--- config.mk ---
export PLATFORM = sky130hd
export DESIGN_NAME = data_sel_scan_flat
export DESIGN_NICKNAME = d
export VERILOG_FILES = /design/src/rtl/data_sel_scan_if.sv /design/src/rtl/data_sel_scan.sv /design/src/flat_wrapper.sv
export SDC_FILE = /design/constraint.sdc
export NUM_CORES = 1
export LEC_CHECK = 0
export ABC_AREA = 1
export CORE_ASPECT_RATIO = 0.75
export CORE_MARGIN = 2
export CORE_UTILIZATION = 38
export DETAILED_ROUTE_END_ITERATION = 10
export GPL_TIMING_DRIVEN = 0
export HOLD_SLACK_MARGIN = 0.05
export PLACE_DENSITY = 0.75
export SYNTH_ARGS = -nofsm -noshare
export SYNTH_HDL_FRONTEND = slang
export SYNTH_SLANG_ARGS = --single-unit
--- constraint.sdc ---
create_clock -name clk -period 1.4 [get_ports clk]
set_input_delay 0.14 -clock clk [delete_from_list [all_inputs] [get_ports clk]]
set_output_delay 0.14 -clock clk [all_outputs]
set_load 0.05 [all_outputs]
--- src/rtl/data_sel_scan_if.sv ---
// Control, data and result signals of the registered N-channel selector.
// The controller side drives selection/data; the selector returns q/ch/ch_stb.
interface data_sel_scan_if #(
  parameter int WIDTH = 4,
  parameter int NCH   = 4,
  parameter int SELW  = 2
);
  logic                   mode;
  logic [SELW-1:0]        sel;
  logic                   hold;
  logic [NCH*WIDTH-1:0]   d;
  logic [WIDTH-1:0]       q;
  logic [SELW-1:0]        ch;
  logic                   ch_stb;

  modport master (
    output mode, sel, hold, d,
    input  q, ch, ch_stb
  );

  modport slave (
    input  mode, sel, hold, d,
    output q, ch, ch_stb
  );
endinterface

--- src/rtl/data_sel_scan.sv ---
// Registered N-channel data selector with manual select and round-robin scan.
// q, ch and ch_stb are all registered and always describe the same channel.
module data_sel_scan #(
  parameter int WIDTH = 4,
  parameter int NCH   = 4,
  parameter int SELW  = 2,
  parameter int DWELL = 16
) (
  input  logic               clk,
  input  logic               reset,
  data_sel_scan_if.slave     bus
);

  localparam int              CNTW     = (DWELL > 1) ? $clog2(DWELL) : 1;
  localparam logic [CNTW-1:0] CNT_LAST = CNTW'(DWELL - 1);
  localparam logic [SELW-1:0] CH_LAST  = SELW'(NCH - 1);
  localparam logic [SELW:0]   NCH_W    = (SELW + 1)'(NCH);

  typedef enum logic {
    MANUAL,
    SCAN
  } state_t;

  state_t          state;
  logic [CNTW-1:0] cnt;
  logic [CNTW-1:0] cnt_next;
  logic [SELW-1:0] ch_r;
  logic [SELW-1:0] ch_next;
  logic [WIDTH-1:0] q_r;
  logic [WIDTH-1:0] q_next;
  logic            stb_r;

  // cnt is forced to 0 throughout MANUAL (even under hold), so every
  // entry into SCAN starts a full dwell from the current channel.
  always_comb begin
    ch_next  = ch_r;
    cnt_next = cnt;
    if (state == MANUAL) begin
      cnt_next = '0;
      if (!bus.hold && ({1'b0, bus.sel} < NCH_W)) begin
        ch_next = bus.sel;
      end
    end else if (!bus.hold) begin
      if (cnt == CNT_LAST) begin
        cnt_next = '0;
        ch_next  = (ch_r == CH_LAST) ? '0 : ch_r + 1'b1;
      end else begin
        cnt_next = cnt + 1'b1;
      end
    end
  end

  always_comb begin
    q_next = '0;
    for (int unsigned k = 0; k < NCH; k++) begin
      if (ch_next == SELW'(k)) begin
        q_next = bus.d[k*WIDTH +: WIDTH];
      end
    end
  end

  always_ff @(posedge clk or posedge reset) begin
    if (reset) begin
      state <= MANUAL;
      cnt   <= '0;
      ch_r  <= '0;
      q_r   <= '0;
      stb_r <= 1'b0;
    end else begin
      state <= bus.mode ? SCAN : MANUAL;
      cnt   <= cnt_next;
      ch_r  <= ch_next;
      q_r   <= q_next;
      stb_r <= (ch_next != ch_r);
    end
  end

  assign bus.q      = q_r;
  assign bus.ch     = ch_r;
  assign bus.ch_stb = stb_r;

endmodule

--- src/flat_wrapper.sv ---
// flat-port wrapper written by rule: the top's interface ports become plain ports
module data_sel_scan_flat 
#(
  parameter int WIDTH = 4,
  parameter int NCH   = 4,
  parameter int SELW  = 2,
  parameter int DWELL = 16
)
  (clk, reset, bus_mode, bus_sel, bus_hold, bus_d, bus_q, bus_ch, bus_ch_stb);
  data_sel_scan_if #(.WIDTH(WIDTH), .NCH(NCH), .SELW(SELW)) bus_i ();
  input  logic clk;
  input  logic reset;
  input wire logic [$bits(bus_i.mode)-1:0] bus_mode;
  input wire logic [$bits(bus_i.sel)-1:0] bus_sel;
  input wire logic [$bits(bus_i.hold)-1:0] bus_hold;
  input wire logic [$bits(bus_i.d)-1:0] bus_d;
  output wire logic [$bits(bus_i.q)-1:0] bus_q;
  output wire logic [$bits(bus_i.ch)-1:0] bus_ch;
  output wire logic [$bits(bus_i.ch_stb)-1:0] bus_ch_stb;
  assign bus_i.mode = bus_mode;
  assign bus_i.sel = bus_sel;
  assign bus_i.hold = bus_hold;
  assign bus_i.d = bus_d;
  assign bus_q = bus_i.q;
  assign bus_ch = bus_i.ch;
  assign bus_ch_stb = bus_i.ch_stb;
  data_sel_scan #(.WIDTH(WIDTH), .NCH(NCH), .SELW(SELW), .DWELL(DWELL)) u_core (.clk(clk), .reset(reset), .bus(bus_i));
endmodule
==> results of run 1 <==
worst max-delay path by stage:
stage	slack [ns]	endpoint	from
after global placement	-0.16	u_core.bus.q[0]$_DFF_PP0_	u_core.cnt[0]$_DFFE_PP0P_
after floorplan	-0.08	u_core.bus.q[0]$_DFF_PP0_	u_core.bus.ch[1]$_DFF_PP0_
after global routing	-0.22	u_core.bus.q[0]$_DFF_PP0_	u_core.cnt[0]$_DFFE_PP0P_
final	-0.09	u_core.bus.q[3]$_DFF_PP0_	u_core.cnt[1]$_DFFE_PP0P_
after detailed placement	-0.16	u_core.bus.q[0]$_DFF_PP0_	u_core.cnt[0]$_DFFE_PP0P_
after CTS	-0.05	u_core.bus.q[0]$_DFF_PP0_	u_core.bus.ch[0]$_DFF_PP0_
cells in the mapped netlist, types with 2 or more instances:
| library cell | count |
|---|---|
| buf_6 | 3 |
| dfrtp_1 | 12 |
| ha_1 | 2 |
| inv_1 | 12 |
| nand2_1 | 17 |
| nand2_2 | 3 |
| nand3_1 | 21 |
| nand4_1 | 5 |
| o211ai_1 | 3 |
| o21ai_0 | 3 |
through the flow:
stage | cells | worst slack (ns) | cell area [µm²]
2_1_floorplan | 89 | -0.0770 | 747
3_3_place_gp | 138 | -0.157 | 1040
3_5_place_dp | 138 | -0.156 | 1040
4_1_cts | 146 | -0.0479 | 1160
5_1_grt | 148 | -0.217 | 1200
6_report | 148 | -0.0905 | 1200
routing by layer:
metal  share of wire, %  routed length [µm]  vias up
met5                  0                   0        -
met4               0.81                  18        0
met3                5.9                 131        5
met2                 48                1070       27
met1                 45                1010      388
li1                   -                   -      374
worst reg2reg max path: cells and delay by family (launching register included):
family | cells | cell delay (ns)
AND/OR/NAND/NOR | 7 | 0.82
flip-flops | 1 | 0.36
adder cells (fa/ha/maj) | 1 | 0.20
buffers and inverters | 1 | 0.05
cell type report:
class / count / area, µm² / area share (%)
Multi-Input combinational cell: 61 / 438 / 36.3
Buffer: 4 / 41.3 / 3.43
Clock buffer: 3 / 22.5 / 1.87
Inverter: 12 / 50.0 / 4.15
Timing Repair Buffer: 34 / 323 / 26.8
Sequential cell: 12 / 303 / 25.1
Tap cell: 22 / 27.5 / 2.28
registers in the layout (all words and copies together) (netlist names):
signal	cells
u_core.cnt	4
u_core.state	1
u_core.bus.q	4
u_core.bus.ch_stb	1
u_core.bus.ch	2
power groups by stage:
stage,logic (W),clock network (W),registers [W]
global route,0.000529,0.000237,0.000416
detailed placement,0.000432,0,0.000422
CTS,0.000469,0.000216,0.000410
global placement,0.000425,0,0.000421
floorplan,0.000143,0,0.000544
finish,0.000500,0.000211,0.000411
logic make-up after synthesis:
group | Yosys count
buffers and inverters | 16
xor gates and xnor gates | 1
DFF | 12
adders and majority gates | 2
and+or+nand+nor | 50
AOI/OAI and AO/OA | 8
placed cells by master, fill, tap and decap left out, drive strengths merged:
cell type       n
inv            12
clkdlybuf4s15   1
clkdlybuf4s50  20
nand3b          1
dlygate4sd2     6
nand4           5
clkbuf          3
buf            11
nand2          20
o211ai          3
nand3          22
dfrtp          12
ha              2
o21ai           3
a21oi           1
o32ai           1
nor2            2
xor2            1
what timing repair did:
item,in CTS,in global routing
endpoints found under the setup margin,12,7
setup buffers,3,2
cloned,2,0
resized for setup,27,8
pin swaps,9,4
==> out/metrics.csv, run 1 <==
metric,value,unit
power.density,931,nW/µm²
leakage,0.556,nW
end_kind,flop,
via_per_inst,5.36,
synth-simple-area-share,35.6,%
antenna_found_initial,0,
drt_iter0_markers,19,
tightest_slew,0.497,ns
netlist_instances,89,
die_h,42.0,µm
hold_viol,0,
clk_pin_slew,0.07,ns
dieArea,2300,µm²
die_w,54.7,µm
worstPathArrival,1.70,ns
cts.sink_count,12,
grt-ovfl-total,0,
holdWs,0.137,ns
maxCapViolations,0,
clock-root-buffer,clkbuf_4,
path_common_cell,nand3_2,
cts_hold_buf,0,
vdd_drop_max,0.616,mV
drc,0,
first_global_vias,706,
drv_slew,0,
switching_power,0.000441,W
hold_depth,3,
grt.busiest_layer,met2,
cp-start-kind,flop,
clock_latency,0.27,ns
grt_first_pass_wirelength,3.37,mm
finalCritPeriodShare,106,%
clock_power_share,18.8,%
crit_cells,9,
cp.required,1.61,ns
yosysSeqAreaShare,41.0,%
synth_compound_area_share,7.01,%
period_needed,1.49,ns
pwr-share-comb,44.6,%
holdPathEnd,u_core.cnt[1]$_DFFE_PP0P_,
violations,setup timing,
use_met1,29.5,%
numCtsBuffers,3,
area_growth,64.6,%
synth-xor-area-share,1.20,%
status,"complete, but fails checks",
grt_use_met2,30.0,%
p_sw_share,39.3,%
ys_seq_elements,12,
yosys.area.top_type,dfrtp_1,
holdCritPathClass,input port to flop,
rr_endpoint,u_core.bus.q[3]$_DFF_PP0_,
gp_congestion,0.814,
ant_nets,0,
synth_edf_count,0,
cts_tree,built,
critPathMaxFanout,6,
synth_area_leaders,"dfrtp_1 41%, nand3_1 14%, nand2_1 8.7%, inv_1 6.2%, buf_6 4.6%",
syn_area_per_cell,8.22,µm²
p_seq_share,36.6,%
htree_levels,1,
fin_setup_tns,-0.275,ns
syn_nets,113,
syn_area,732,µm²
critPathKind,flop to flop,
slew_headroom,67.0,%
nFillCells,137,
setup_viol,5,
grtUsageTotal,21.1,%
ys_warn_count,0,
synthArstFlopShare,100,%
fin_util,68.0,%
drive_gt1_share,31.7,%
worst_slack,-0.0905,ns
critPathMaxStageDelay,0.36,ns
reg2regPathDepth,9,
synth_top_family_by_area,simple AND/OR/NAND/NOR gates,
fmax,671,MHz
crit_chain,ha_2 -> inv_4 -> nor2_8 -> nand3_2 -> nand3_2 -> nand2_4 -> nor2_2 -> nand2_1 -> nand4_1,
layout.nets,152,
fin_skew,0.000472,ns
ys.flop_type,dfrtp_1,
crit_buf_inv,1,
grtUsageMet3,8.21,%
grt_start_max_net_pins,13,
synthMuxAreaShare,0,%
io_pins,29,
yosys.area_share.adder,3.42,%
worstReg2RegStart,u_core.cnt[1]$_DFFE_PP0P_,
dp_hpwl,1.38,mm
cts_buffer_depth,2,
min_from,bus_hold,
r2r_slack,-0.09,ns
power.total,0.00112,W
firstDrtPassIters,4,
port_buffers,27,
critPathTopFamily,simple AND/OR/NAND/NOR gates,
antennaDiodeCount,0,
initial_core_util,41.3,%
wl,2.23,mm
p_int,0.000681,W
core_area,1770,µm²
vias,794,
rsz0062_at_grt,yes,
wl_per_cell,15.1,µm
yosysUniqueCellTypes,18,
critical_path.slowest_cell,dfrtp_1,
rows,13,
yosysTopAreaCellShare,41.0,%
No activity file was read; power rests on OpenSTA's default activity.
==> run 2: changes to the inputs <==
- MAX_ROUTING_LAYER: unset -> met4
- PLACE_DENSITY: 0.75 -> 0.74
==> out/metrics.csv, run 2 (same netlist as run 1, synthesis figures left out) <==
metric,value,unit
setup_viol,5,
gp_congestion,0.772,
wl,2.34,mm
grt-ovfl-total,0,
grt_first_pass_wirelength,3.62,mm
cp.required,1.53,ns
critPathKind,flop to flop,
via_per_inst,5.30,
rsz0062_at_grt,yes,
fmax,650,MHz
drv_slew,0,
first_global_vias,755,
holdCritPathClass,input port to flop,
top_layer,met4,
cts_hold_buf,0,
grtUsageTotal,23.0,%
vdd_drop_max,0.777,mV
cts_tree,built,
area_growth,65.0,%
nFillCells,141,
slew_headroom,67.0,%
drive_gt1_share,29.7,%
core_area,1770,µm²
place_inst,138,
maxCapViolations,0,
cts.sink_count,12,
fin_util,68.1,%
antennaDiodeCount,0,
port_buffers,27,
critPathMaxFanout,5,
worst_slack,-0.139,ns
instances_no_fill,150,
clk_pin_slew,0.08,ns
cts_buffer_depth,2,
die_w,54.7,µm
cp-start-kind,flop,
numCtsBuffers,3,
placed_area,1040,µm²
firstDrtPassIters,4,
worstPathArrival,1.67,ns
io_pins,29,
design_area,1210,µm²
drc,0,
power.total,0.00119,W
final_common_cell,clkdlybuf4s50_1,
dieArea,2300,µm²
wl_per_cell,15.6,µm
clock-root-buffer,clkbuf_4,
met3_length,198,µm
layout.nets,153,
initial_core_util,41.3,%
rows,13,
leakage,0.553,nW
die_h,42.0,µm
most-common-layout-cells,"20 x clkdlybuf4s50_1, 15 x nand2_1, 14 x nand3_1",
dp_hpwl,1.49,mm
hold_viol,0,
htree_levels,1,
dp_slack,-0.243,ns
wl_met2,1.07,mm
clock_latency,0.28,ns
fin_skew,0.00315,ns
tightest_slew,0.497,ns
end_kind,flop,
drt_iter0_markers,28,
grt_start_max_net_pins,13,
violations,setup timing,
antenna_found_initial,0,
finalCritPeriodShare,110,%
wl_met1,982,µm
vias,795,
power.density,989,nW/µm²
status,"complete, but fails checks",
ant_nets,0,
period_needed,1.54,ns
## run 2: cell count changes in the layout (fill, tap and decap cells not counted), moves of 2 or more
cell,delta
nand3_1,+3
nand3_2,-3
buf_6,+2
nand2_1,+2
## run 2: worst paths after layout
path,from,to,slack [ns],cells after the start
max in group asynchronous,reset,u_core.bus.ch[1]$_DFF_PP0_,0.87,2
worst min register to register,u_core.cnt[2]$_DFFE_PP0P_,u_core.cnt[2]$_DFFE_PP0P_,0.50,1
worst min-delay path,bus_hold,u_core.cnt[1]$_DFFE_PP0P_,0.15,3
min in group asynchronous,reset,u_core.bus.q[3]$_DFF_PP0_,0.17,2
worst max register to register,u_core.bus.ch[1]$_DFF_PP0_,u_core.bus.q[1]$_DFF_PP0_,-0.14,7
worst max-delay path,u_core.bus.ch[1]$_DFF_PP0_,u_core.bus.q[1]$_DFF_PP0_,-0.14,7
## run 2: final cells by class
type	count	area (µm²)	area share, %
buffer	4	41.3	3.42
sequential	12	303	25.1
multi-input combinational	61	413	34.2
tap	22	27.5	2.28
clock buffer	4	36.3	3.01
inverter	12	47.5	3.94
timing repair buffer	35	339	28.1
## run 2: power by group
group,internal (W),switching [W],total [W]
Clock,0.000159,0.000126,0.000284
Sequential,0.000388,0.0000212,0.000410
Combinational,0.000198,0.000303,0.000501
Total,0.000745,0.000450,0.00119
## run 2: layer usage
metal,vias up,GRT usage [%]
met3,10,7.86
met5,-,-
met1,366,31.0
met2,40,31.2
met4,0,9.50
li1,379,-
## run 2: stage by stage
| stage | hold slack, ns | setup TNS (ns) |
|---|---|---|
| floorplan | 0.00456 | -0.344 |
| global placement | 0.429 | -0.558 |
| detailed placement | 0.431 | -0.735 |
| CTS | 0.142 | -0.316 |
| global route | 0.149 | -0.797 |
| finish | 0.149 | -0.465 |
## run 2: critical path, cell delays in order (launching register included)
cell,delay [ns]
dfrtp_2,0.45
ha_4,0.25
nand3b_1,0.17
nand3_2,0.10
nand2_4,0.07
buf_6,0.13
nand3_2,0.05
nand4_1,0.16
## run 2: repair_timing
| action | 4_1_cts | 5_1_grt |
|---|---|---|
| pin swaps | 3 | 3 |
| cloned | 2 | 0 |
| gates resized for setup | 26 | 5 |
| buffers inserted | 5 | 1 |
| endpoints found under the setup margin | 12 | 7 |
